$ cat src/rtl/control_unit.sv
// control_unit: multi-cycle FSM controller for the 8-bit accumulator CPU.
//
// Each instruction runs FETCH -> DECODE -> (WAIT x MEM_WAIT for RAM-read ops)
// -> EXEC -> FETCH. HLT parks the machine in HALT until rst.
//
// Outputs are Moore-style: they are decoded from the current state register
// and the opcode that the datapath's IR presents. The opcode only changes on
// the FETCH edge, so it is stable throughout DECODE, WAIT and EXEC.
//
// Optional feature, selected by the macro ILLEGAL_OP_TRAP_EN:
//   defined     - opcodes 0xD/0xE trap into HALT, and the extra output
//                 illegal_op flags that the halt was caused by a bad opcode.
//   not defined - opcodes 0xD/0xE behave as NOP and illegal_op does not exist.
module control_unit #(
    // Extra EXEC latency for RAM-read ops (LDA/ADD/SUB/AND/OR), 0..15
    parameter int unsigned MEM_WAIT = 0
) (
    input  logic       clk,
    input  logic       rst,
    input  logic [3:0] opcode,
    input  logic       acc_eq_zero_signal,
    output logic       pc_ld,
    output logic       pc_clr,
    output logic       pc_scr,
    output logic       ir_ld,
    output logic       ir_clr,
    output logic       acc_ld,
    output logic       acc_clr,
    output logic [1:0] acc_scr,
    output logic [1:0] alu_op,
    output logic       rout_ld,
    output logic       rout_clr,
    output logic       wr_en,
    output logic       halted
`ifdef ILLEGAL_OP_TRAP_EN
    ,
    output logic       illegal_op
`endif
);

    // ------------------------------------------------------------------
    // State encoding
    // ------------------------------------------------------------------
    localparam logic [2:0] ST_INIT   = 3'd0;
    localparam logic [2:0] ST_FETCH  = 3'd1;
    localparam logic [2:0] ST_DECODE = 3'd2;
    localparam logic [2:0] ST_EXEC   = 3'd3;
    localparam logic [2:0] ST_WAIT   = 3'd4;
    localparam logic [2:0] ST_HALT   = 3'd5;

    // ------------------------------------------------------------------
    // Opcodes
    // ------------------------------------------------------------------
    localparam logic [3:0] OP_NOP = 4'h0;
    localparam logic [3:0] OP_LDA = 4'h1;
    localparam logic [3:0] OP_STA = 4'h2;
    localparam logic [3:0] OP_ADD = 4'h3;
    localparam logic [3:0] OP_SUB = 4'h4;
    localparam logic [3:0] OP_AND = 4'h5;
    localparam logic [3:0] OP_OR  = 4'h6;
    localparam logic [3:0] OP_LDI = 4'h7;
    localparam logic [3:0] OP_IN  = 4'h8;
    localparam logic [3:0] OP_OUT = 4'h9;
    localparam logic [3:0] OP_JMP = 4'hA;
    localparam logic [3:0] OP_JZ  = 4'hB;
    localparam logic [3:0] OP_JNZ = 4'hC;
    localparam logic [3:0] OP_HLT = 4'hF;

    // ACC source select and ALU function codes
    localparam logic [1:0] ACC_SRC_ALU = 2'b00;
    localparam logic [1:0] ACC_SRC_RAM = 2'b01;
    localparam logic [1:0] ACC_SRC_IMM = 2'b10;
    localparam logic [1:0] ACC_SRC_IN  = 2'b11;

    localparam logic [1:0] ALU_ADD = 2'b00;
    localparam logic [1:0] ALU_SUB = 2'b01;
    localparam logic [1:0] ALU_AND = 2'b10;
    localparam logic [1:0] ALU_OR  = 2'b11;

    // Wait-state configuration; a zero MEM_WAIT removes the WAIT state
    // from every path.
    localparam logic [3:0] WAIT_LOAD = MEM_WAIT[3:0];
    localparam bit         HAS_WAIT  = (MEM_WAIT != 0);

    // ------------------------------------------------------------------
    // Registers
    // ------------------------------------------------------------------
    logic [2:0] state_reg, state_next;
    logic [3:0] wait_cnt_reg, wait_cnt_next;

    // Ops that read RAM need the extra read latency before EXEC.
    logic ram_read;
    assign ram_read = (opcode == OP_LDA) || (opcode == OP_ADD) ||
                      (opcode == OP_SUB) || (opcode == OP_AND) ||
                      (opcode == OP_OR);

    // Ops that end the instruction stream and park the machine in HALT.
    logic stop_op;
`ifdef ILLEGAL_OP_TRAP_EN
    logic bad_op;
    assign bad_op  = (opcode == 4'hD) || (opcode == 4'hE);
    assign stop_op = (opcode == OP_HLT) || bad_op;
`else
    assign stop_op = (opcode == OP_HLT);
`endif

    // State and wait counter; rst forces INIT from any state.
    always_ff @(posedge clk) begin
        if (rst) begin
            state_reg    <= ST_INIT;
            wait_cnt_reg <= 4'd0;
        end else begin
            state_reg    <= state_next;
            wait_cnt_reg <= wait_cnt_next;
        end
    end

    // Next-state logic and wait down-counter.
    always_comb begin
        state_next    = state_reg;
        wait_cnt_next = wait_cnt_reg;
        case (state_reg)
            ST_INIT: begin
                state_next = ST_FETCH;
            end
            ST_FETCH: begin
                state_next = ST_DECODE;
            end
            ST_DECODE: begin
                if (HAS_WAIT && ram_read) begin
                    state_next    = ST_WAIT;
                    wait_cnt_next = WAIT_LOAD;
                end else begin
                    state_next = ST_EXEC;
                end
            end
            ST_WAIT: begin
                // Leave on the cycle the count reads 1, so the number of
                // WAIT cycles equals the loaded value.
                if (wait_cnt_reg <= 4'd1) begin
                    state_next    = ST_EXEC;
                    wait_cnt_next = 4'd0;
                end else begin
                    wait_cnt_next = wait_cnt_reg - 4'd1;
                end
            end
            ST_EXEC: begin
                if (stop_op) begin
                    state_next = ST_HALT;
                end else begin
                    state_next = ST_FETCH;
                end
            end
            ST_HALT: begin
                state_next = ST_HALT;
            end
            default: begin
                state_next = ST_INIT;
            end
        endcase
    end

`ifdef ILLEGAL_OP_TRAP_EN
    logic illegal_reg;

    // Sticky record that HALT was entered through an illegal opcode.
    always_ff @(posedge clk) begin
        if (rst) begin
            illegal_reg <= 1'b0;
        end else if ((state_reg == ST_EXEC) && bad_op) begin
            illegal_reg <= 1'b1;
        end
    end

    assign illegal_op = illegal_reg;
`endif

    // Strobe decode from state and opcode; anything not set stays 0.
    always_comb begin
        pc_ld    = 1'b0;
        pc_clr   = 1'b0;
        pc_scr   = 1'b0;
        ir_ld    = 1'b0;
        ir_clr   = 1'b0;
        acc_ld   = 1'b0;
        acc_clr  = 1'b0;
        acc_scr  = ACC_SRC_ALU;
        alu_op   = ALU_ADD;
        rout_ld  = 1'b0;
        rout_clr = 1'b0;
        wr_en    = 1'b0;
        halted   = 1'b0;
        case (state_reg)
            ST_INIT: begin
                // The only place the datapath is cleared.
                pc_clr   = 1'b1;
                ir_clr   = 1'b1;
                acc_clr  = 1'b1;
                rout_clr = 1'b1;
            end
            ST_FETCH: begin
                // IR <= ROM[PC] and PC <= PC+1 on the same edge.
                ir_ld  = 1'b1;
                pc_ld  = 1'b1;
                pc_scr = 1'b0;
            end
            ST_EXEC: begin
                case (opcode)
                    OP_LDA: begin
                        acc_ld  = 1'b1;
                        acc_scr = ACC_SRC_RAM;
                    end
                    OP_STA: begin
                        wr_en = 1'b1;
                    end
                    OP_ADD: begin
                        acc_ld  = 1'b1;
                        acc_scr = ACC_SRC_ALU;
                        alu_op  = ALU_ADD;
                    end
                    OP_SUB: begin
                        acc_ld  = 1'b1;
                        acc_scr = ACC_SRC_ALU;
                        alu_op  = ALU_SUB;
                    end
                    OP_AND: begin
                        acc_ld  = 1'b1;
                        acc_scr = ACC_SRC_ALU;
                        alu_op  = ALU_AND;
                    end
                    OP_OR: begin
                        acc_ld  = 1'b1;
                        acc_scr = ACC_SRC_ALU;
                        alu_op  = ALU_OR;
                    end
                    OP_LDI: begin
                        acc_ld  = 1'b1;
                        acc_scr = ACC_SRC_IMM;
                    end
                    OP_IN: begin
                        acc_ld  = 1'b1;
                        acc_scr = ACC_SRC_IN;
                    end
                    OP_OUT: begin
                        rout_ld = 1'b1;
                    end
                    OP_JMP: begin
                        pc_ld  = 1'b1;
                        pc_scr = 1'b1;
                    end
                    OP_JZ: begin
                        // Flag reflects ACC as left by the previous instruction.
                        if (acc_eq_zero_signal) begin
                            pc_ld  = 1'b1;
                            pc_scr = 1'b1;
                        end
                    end
                    OP_JNZ: begin
                        if (!acc_eq_zero_signal) begin
                            pc_ld  = 1'b1;
                            pc_scr = 1'b1;
                        end
                    end
                    // NOP, HLT and 0xD/0xE issue no strobes in EXEC.
                    default: begin
                        pc_ld = 1'b0;
                    end
                endcase
            end
            ST_HALT: begin
                halted = 1'b1;
            end
            // DECODE and WAIT are strobe-free.
            default: begin
                halted = 1'b0;
            end
        endcase
    end

endmodule
$ cat config.mk
export PLATFORM = sky130hd
export DESIGN_NAME = control_unit
export DESIGN_NICKNAME = d
export VERILOG_FILES = /design/src/rtl/control_unit.sv
export SDC_FILE = /design/constraint.sdc
export NUM_CORES = 1
export LEC_CHECK = 0
export BUFFER_PORTS_ARGS = -buffer_cell sky130_fd_sc_hd__buf_2
export CAP_MARGIN = 15
export CELL_PAD_IN_SITES_DETAIL_PLACEMENT = 1
export CELL_PAD_IN_SITES_GLOBAL_PLACEMENT = 1
export CORE_MARGIN = 2
export CORE_UTILIZATION = 35
export DETAILED_ROUTE_END_ITERATION = 7
export MAX_ROUTING_LAYER = met4
export PLACE_DENSITY_LB_ADDON = 0.08
export SYNTH_ARGS = -nofsm -noshare
export SYNTH_HDL_FRONTEND = slang
export SYNTH_SLANG_ARGS = --single-unit
$ cat constraint.sdc
create_clock -name clk -period 3.1 [get_ports clk]
set_input_delay 0.155 -clock clk [delete_from_list [all_inputs] [get_ports clk]]
set_output_delay 0.155 -clock clk [all_outputs]
set_load 0.01 [all_outputs]
==> results.toml, run 1 <==
[clock_tree]
worstSkewPairLatency_ns = 0.26
cts_tree = "done"
hold_buffers = 0
tritoncts_num_sinks = 7
ctsHtreeMaxLevel = 1
clk_pin_slew_ns = 0.05
cts_buffers = 3
clock_path_buffers = 2
cts_resized = 0
root_buffer = "clkbuf_4"
post-cts-setup-buffer-count = 0

[layout]
diodes = 0
multiInputGateArea_um2 = 380.4
layout-drive-gt1-share_pct = 31.25
instances_no_fill = 112
syn_to_final_growth_pct = 18.34
nNetsFinal = 106
final_cell_area_um2 = 694.4
fin_util_pct = 45.05
num-fill-cells = 211
regArea_um2 = 140.1
largest_reg_flops = 4

[synthesis]
netlist_top_cells_count = "8 x a21oi_1, 7 x dfxtp_1, 6 x inv_1, 6 x nor2_1, 5 x nand2_1"
ys_ff_latch = 7
async_reset_ff_share_pct = 0
synth_edf_count = 0
synth_area_um2 = 586.8
yosys_warnings = 0
ys_types = 31
syn_nets = 88
synth_most_common_cell = "a21oi_1"
avgSynthCellArea_um2 = 7.428
synth_top_area_cell = "dfxtp_1"
synth_area_leaders = "dfxtp_1 24%, a21oi_1 6.8%, nor3b_1 5.1%"
synthFlopType = "dfxtp_1"
ys_seq_area_share_pct = 23.88
syn_inst = 79
synth_top_area_share_pct = 23.88

[placed_design]
hpwlAfterDp_mm = 1.127
io_buffers = 21
dp.cells = 108
place_ws_ns = 1.402
place_congestion = 0.7393
dpl_cell_area_um2 = 668.1

[min_path]
worstHoldStart = "rst"
whs_endpoint = "wait_cnt_reg[0]$_SDFFE_PP0N_"
hold_depth = 2
min_path_type = "input pin to flip-flop"

[critical_path]
startpoint_type = "flip-flop"
crit_fanout = 11
r2r_end = "wait_cnt_reg[2]$_SDFFE_PP0N_"
crit_required_ns = 2.94
critPathCaptureType = "output port"
reg2reg_from = "state_reg[2]$_SDFFE_PP0P_"
rr_worst_depth = 3
critical_path_class = "flip-flop to output port"
critical_path_arrival_ns = 1.82
rrSetupSlack_ns = 1.54

[timing]
rsz0062_at_grt = "no"
worst_hold_slack_ns = 0.1602
setup_ws_ns = 1.129
worst_pin_slew_ns = 0.5077
fin_skew_ns = 0.004163
slew_headroom_pct = 66.08
setup_viol = 0
drv_slew = 0
clock.fmax_mhz = 507.4
finalSetupTns_ns = 0
hold_violations = 0
timing.final.crit_share_pct = 63.57
period_needed_ns = 1.971

[drt]
routed_via_density = 5.554
dr.pass1.iters = 4
ant_nets = 0
drc_errors = 0
wl_mm = 1.466
vias = 622
first_iter_violations = 1
wire_per_inst_um = 13.09

[job]
maxCapViolations = 0

[power_and_ir_drop]
p_per_area_nw_per_um2 = 334.8
leakage_nw = 0.3041
power_uw = 232.5
ir_drop_mv = 0.2577

[die]
initial_core_util_pct = 38.07
io_pins = 22
die_x_um = 44.95
coreArea_um2 = 1541
die_h_um = 44.95
placementRows = 14
die_area_um2 = 2020

[status]
status = "complete, no violations"

[global_routing]
grt_pass1_wl_mm = 2.497
antenna_found_initial = 0
grt_pass1_vias = 594
grt_max_degree = 12
grt_usage_pct = 17.59
grt_overflow = 0
kinds of logic after synthesis:
| group | after synthesis | synth area share [%] |
|---|---|---|
| adder cells (fa/ha/maj) | 2 | 4.264 |
| flip-flops | 7 | 23.88 |
| buffers and inverters | 14 | 11.30 |
| AND/OR/NAND/NOR | 35 | 36.89 |
| XOR/XNOR | 2 | 2.986 |
| AO/OA/AOI/OAI | 19 | 20.68 |
report_power, final:
group	internal, mW	total, mW	switching, mW
Combinational	0.0201	0.0476	0.0274
Sequential	0.0926	0.0987	0.00605
Clock	0.0493	0.0863	0.0369
how the worst max path moves through the flow:
stage	startpoint	to	slack (ns)	cells past startpoint
floorplan	state_reg[2]$_SDFFE_PP0P_	alu_op[1]	1.58	4
global placement	state_reg[1]$_SDFFE_PP0P_	alu_op[1]	1.45	4
detailed placement	state_reg[1]$_SDFFE_PP0P_	alu_op[1]	1.40	4
CTS	state_reg[1]$_SDFFE_PP0P_	alu_op[1]	1.11	4
global route	state_reg[1]$_SDFFE_PP0P_	alu_op[1]	0.96	4
finish	state_reg[1]$_SDFFE_PP0P_	alu_op[1]	1.13	4
cell type report:
class | instances | area share (%)
clock buffer | 4 | 3.784
inverter | 6 | 3.243
multi-input combinational | 58 | 54.77
sequential | 7 | 20.18
tap | 16 | 2.883
timing repair buffer | 21 | 15.14
cell usage in the layout, fill, tap and decap left out:
master	count
nand4_1	1
a211oi_1	1
or3b_2	2
nor3b_1	4
nand3_1	1
o211a_1	1
clkbuf_4	3
o21ai_0	3
or3b_4	1
nor3_1	3
clkbuf_1	1
dfxtp_1	7
xnor2_1	2
nor4b_1	2
a21oi_1	8
o2111ai_1	1
nor4bb_1	1
a31oi_1	1
a21o_1	1
nand3b_1	3
nor4_1	2
buf_2	21
a211o_1	1
inv_1	6
or2_2	2
a211o_2	1
o211ai_1	1
nand2_1	5
nor2_1	6
ha_1	2
or4_1	2
critical path, cell delays in order, from the launching register on:
cell	delay, ns
dfxtp_1	0.51
nand3b_1	0.28
or3b_2	0.52
nor2_1	0.11
buf_2	0.13
per-layer routing:
metal  share of wire (%)  track usage (%)  wire length, um
met5                   0                -                0
met4                 1.0            5.294               15
met3                 7.5            7.200              110
met2                  43            27.43              632
met1                  48            20.64              708
(Power assumes the default switching activity.)
==> run 2: changes to the inputs <==
CORE_UTILIZATION = 29   (was 35)
clock period = 1.65 ns   (was 3.1 ns; I/O delays follow)
==> run 2 against run 1 <==
Compared with the run above:
- hold slack worse by 0.061 ns
- register-to-register slack worse by 1.4 ns
- setup slack worse by 1.0 ns
- critical endpoint is now wait_cnt_reg[1]$_SDFFE_PP0N_
- largest power group unchanged
==> results.toml, run 2 (synthesis gave the netlist of run 1 again) <==
[timing]
finalSetupTns_ns = 0
hold_violations = 0
fin_skew_ns = 0.0005048
setup_viol = 0
timing.final.crit_share_pct = 92.60
drv_slew = 0
rsz0062_at_grt = "no"
worst_pin_slew_ns = 0.3434
slew_headroom_pct = 77.06
period_needed_ns = 1.528
clock.fmax_mhz = 654.5

[placed_design]
hpwlAfterDp_mm = 1.318
place_congestion = 0.7776
io_buffers = 21
dp.cells = 125

[drt]
routed_via_density = 5.085
vias = 656
ant_nets = 0
wire_per_inst_um = 12.79
dr.pass1.iters = 4
first_iter_violations = 10
drc_errors = 0
wl_mm = 1.650

[critical_path]
startpoint_type = "flip-flop"
critical_path_arrival_ns = 1.71
critPathCaptureType = "flip-flop"
crit_fanout = 4
critical_path_class = "flip-flop to flip-flop"
crit_required_ns = 1.83

[clock_tree]
cts_buffers = 3
tritoncts_num_sinks = 7
hold_buffers = 0
worstSkewPairLatency_ns = 0.25
post-cts-setup-buffer-count = 0
root_buffer = "clkbuf_4"
cts_tree = "done"
clock_path_buffers = 2
ctsHtreeMaxLevel = 1
clk_pin_slew_ns = 0.05

[status]
status = "complete, no violations"

[global_routing]
grt_pass1_wl_mm = 2.932
grt_pass1_vias = 663
grt_max_degree = 11
antenna_found_initial = 0
grt_overflow = 0
grt_usage_pct = 15.75

[layout]
instances_no_fill = 129
final_cell_mix = "21 x buf_2, 8 x a21oi_1, 6 x inv_1, 6 x nor2_1, 6 x buf_4"
largest_reg_flops = 4
diodes = 0
num-fill-cells = 260
syn_to_final_growth_pct = 29.64
layout_commonest_cell = "buf_2"
layout-drive-gt1-share_pct = 37.25
nNetsFinal = 112

[min_path]
min_path_type = "input pin to flip-flop"

[power_and_ir_drop]
leakage_nw = 0.3357
power_uw = 441.8
ir_drop_mv = 0.4055
p_per_area_nw_per_um2 = 580.8

[die]
io_pins = 22
placementRows = 16
die_area_um2 = 2400
die_x_um = 48.99
die_h_um = 48.99
coreArea_um2 = 1942
initial_core_util_pct = 30.22

[job]
maxCapViolations = 0
## run 2: cell count changes in the layout (fill, tap and decap cells not counted), sizes merged
cell and change:
buf +6
## run 2: what timing repair did
item	in CTS	in global routing
setup endpoints to repair	2	2
pin swaps	0	1
resized for setup	2	2
hold endpoints to repair	0	0
## run 2: layout make-up
type                    instances  area, um^2  share of cell area, %
repair buffers                 27       150.1                  19.74
flip-flops and latches          7       145.1                  19.08
multi-input cells              58       382.9                  50.33
clock buffers                   4       26.28                  3.454
well taps                      27       33.78                  4.441
inverters                       6       22.52                  2.961
## run 2: stage by stage
step	worst slack, ns	hold slack, ns	cell area [um^2]	utilization (%)
2_1_floorplan	0.2043	0.1516	586.8	-
3_3_place_gp	0.1907	0.3716	726.9	37.44
3_5_place_dp	0.1375	0.3766	726.9	37.44
4_1_cts	0.02768	0.09671	755.7	38.92
5_1_grt	0.02115	0.1052	760.7	39.18
6_report	0.1221	0.09922	760.7	39.18
## run 2: path summary, 6_finish.rpt
check	start	to	slack, ns	cells after the start
setup / recovery	wait_cnt_reg[0]$_SDFFE_PP0N_	wait_cnt_reg[1]$_SDFFE_PP0N_	0.12	5
hold / removal	rst	state_reg[1]$_SDFFE_PP0P_	0.1	2
setup reg to reg	wait_cnt_reg[0]$_SDFFE_PP0N_	wait_cnt_reg[1]$_SDFFE_PP0N_	0.12	5
hold reg to reg	wait_cnt_reg[1]$_SDFFE_PP0N_	wait_cnt_reg[1]$_SDFFE_PP0N_	0.49	2
## run 2: critical path: stages, from the launching register on
cell	delay, ns
dfxtp_1	0.37
inv_1	0.08
ha_1	0.22
or2_2	0.31
a211o_2	0.33
a21oi_1	0.14
## run 2: report_power, final
part / switching (mW) / internal [mW]
Combinational: 0.0594 / 0.0469
Clock: 0.0615 / 0.0922
Sequential: 0.00711 / 0.175
## run 2: metal layers
metal / track usage (%) / up-vias / wire length (um)
met5: - / - / 0
met4: 2.857 / 0 / 8
met3: 4.908 / 2 / 102
met2: 27.17 / 21 / 768
met1: 18.08 / 302 / 771
li1: - / 331 / -
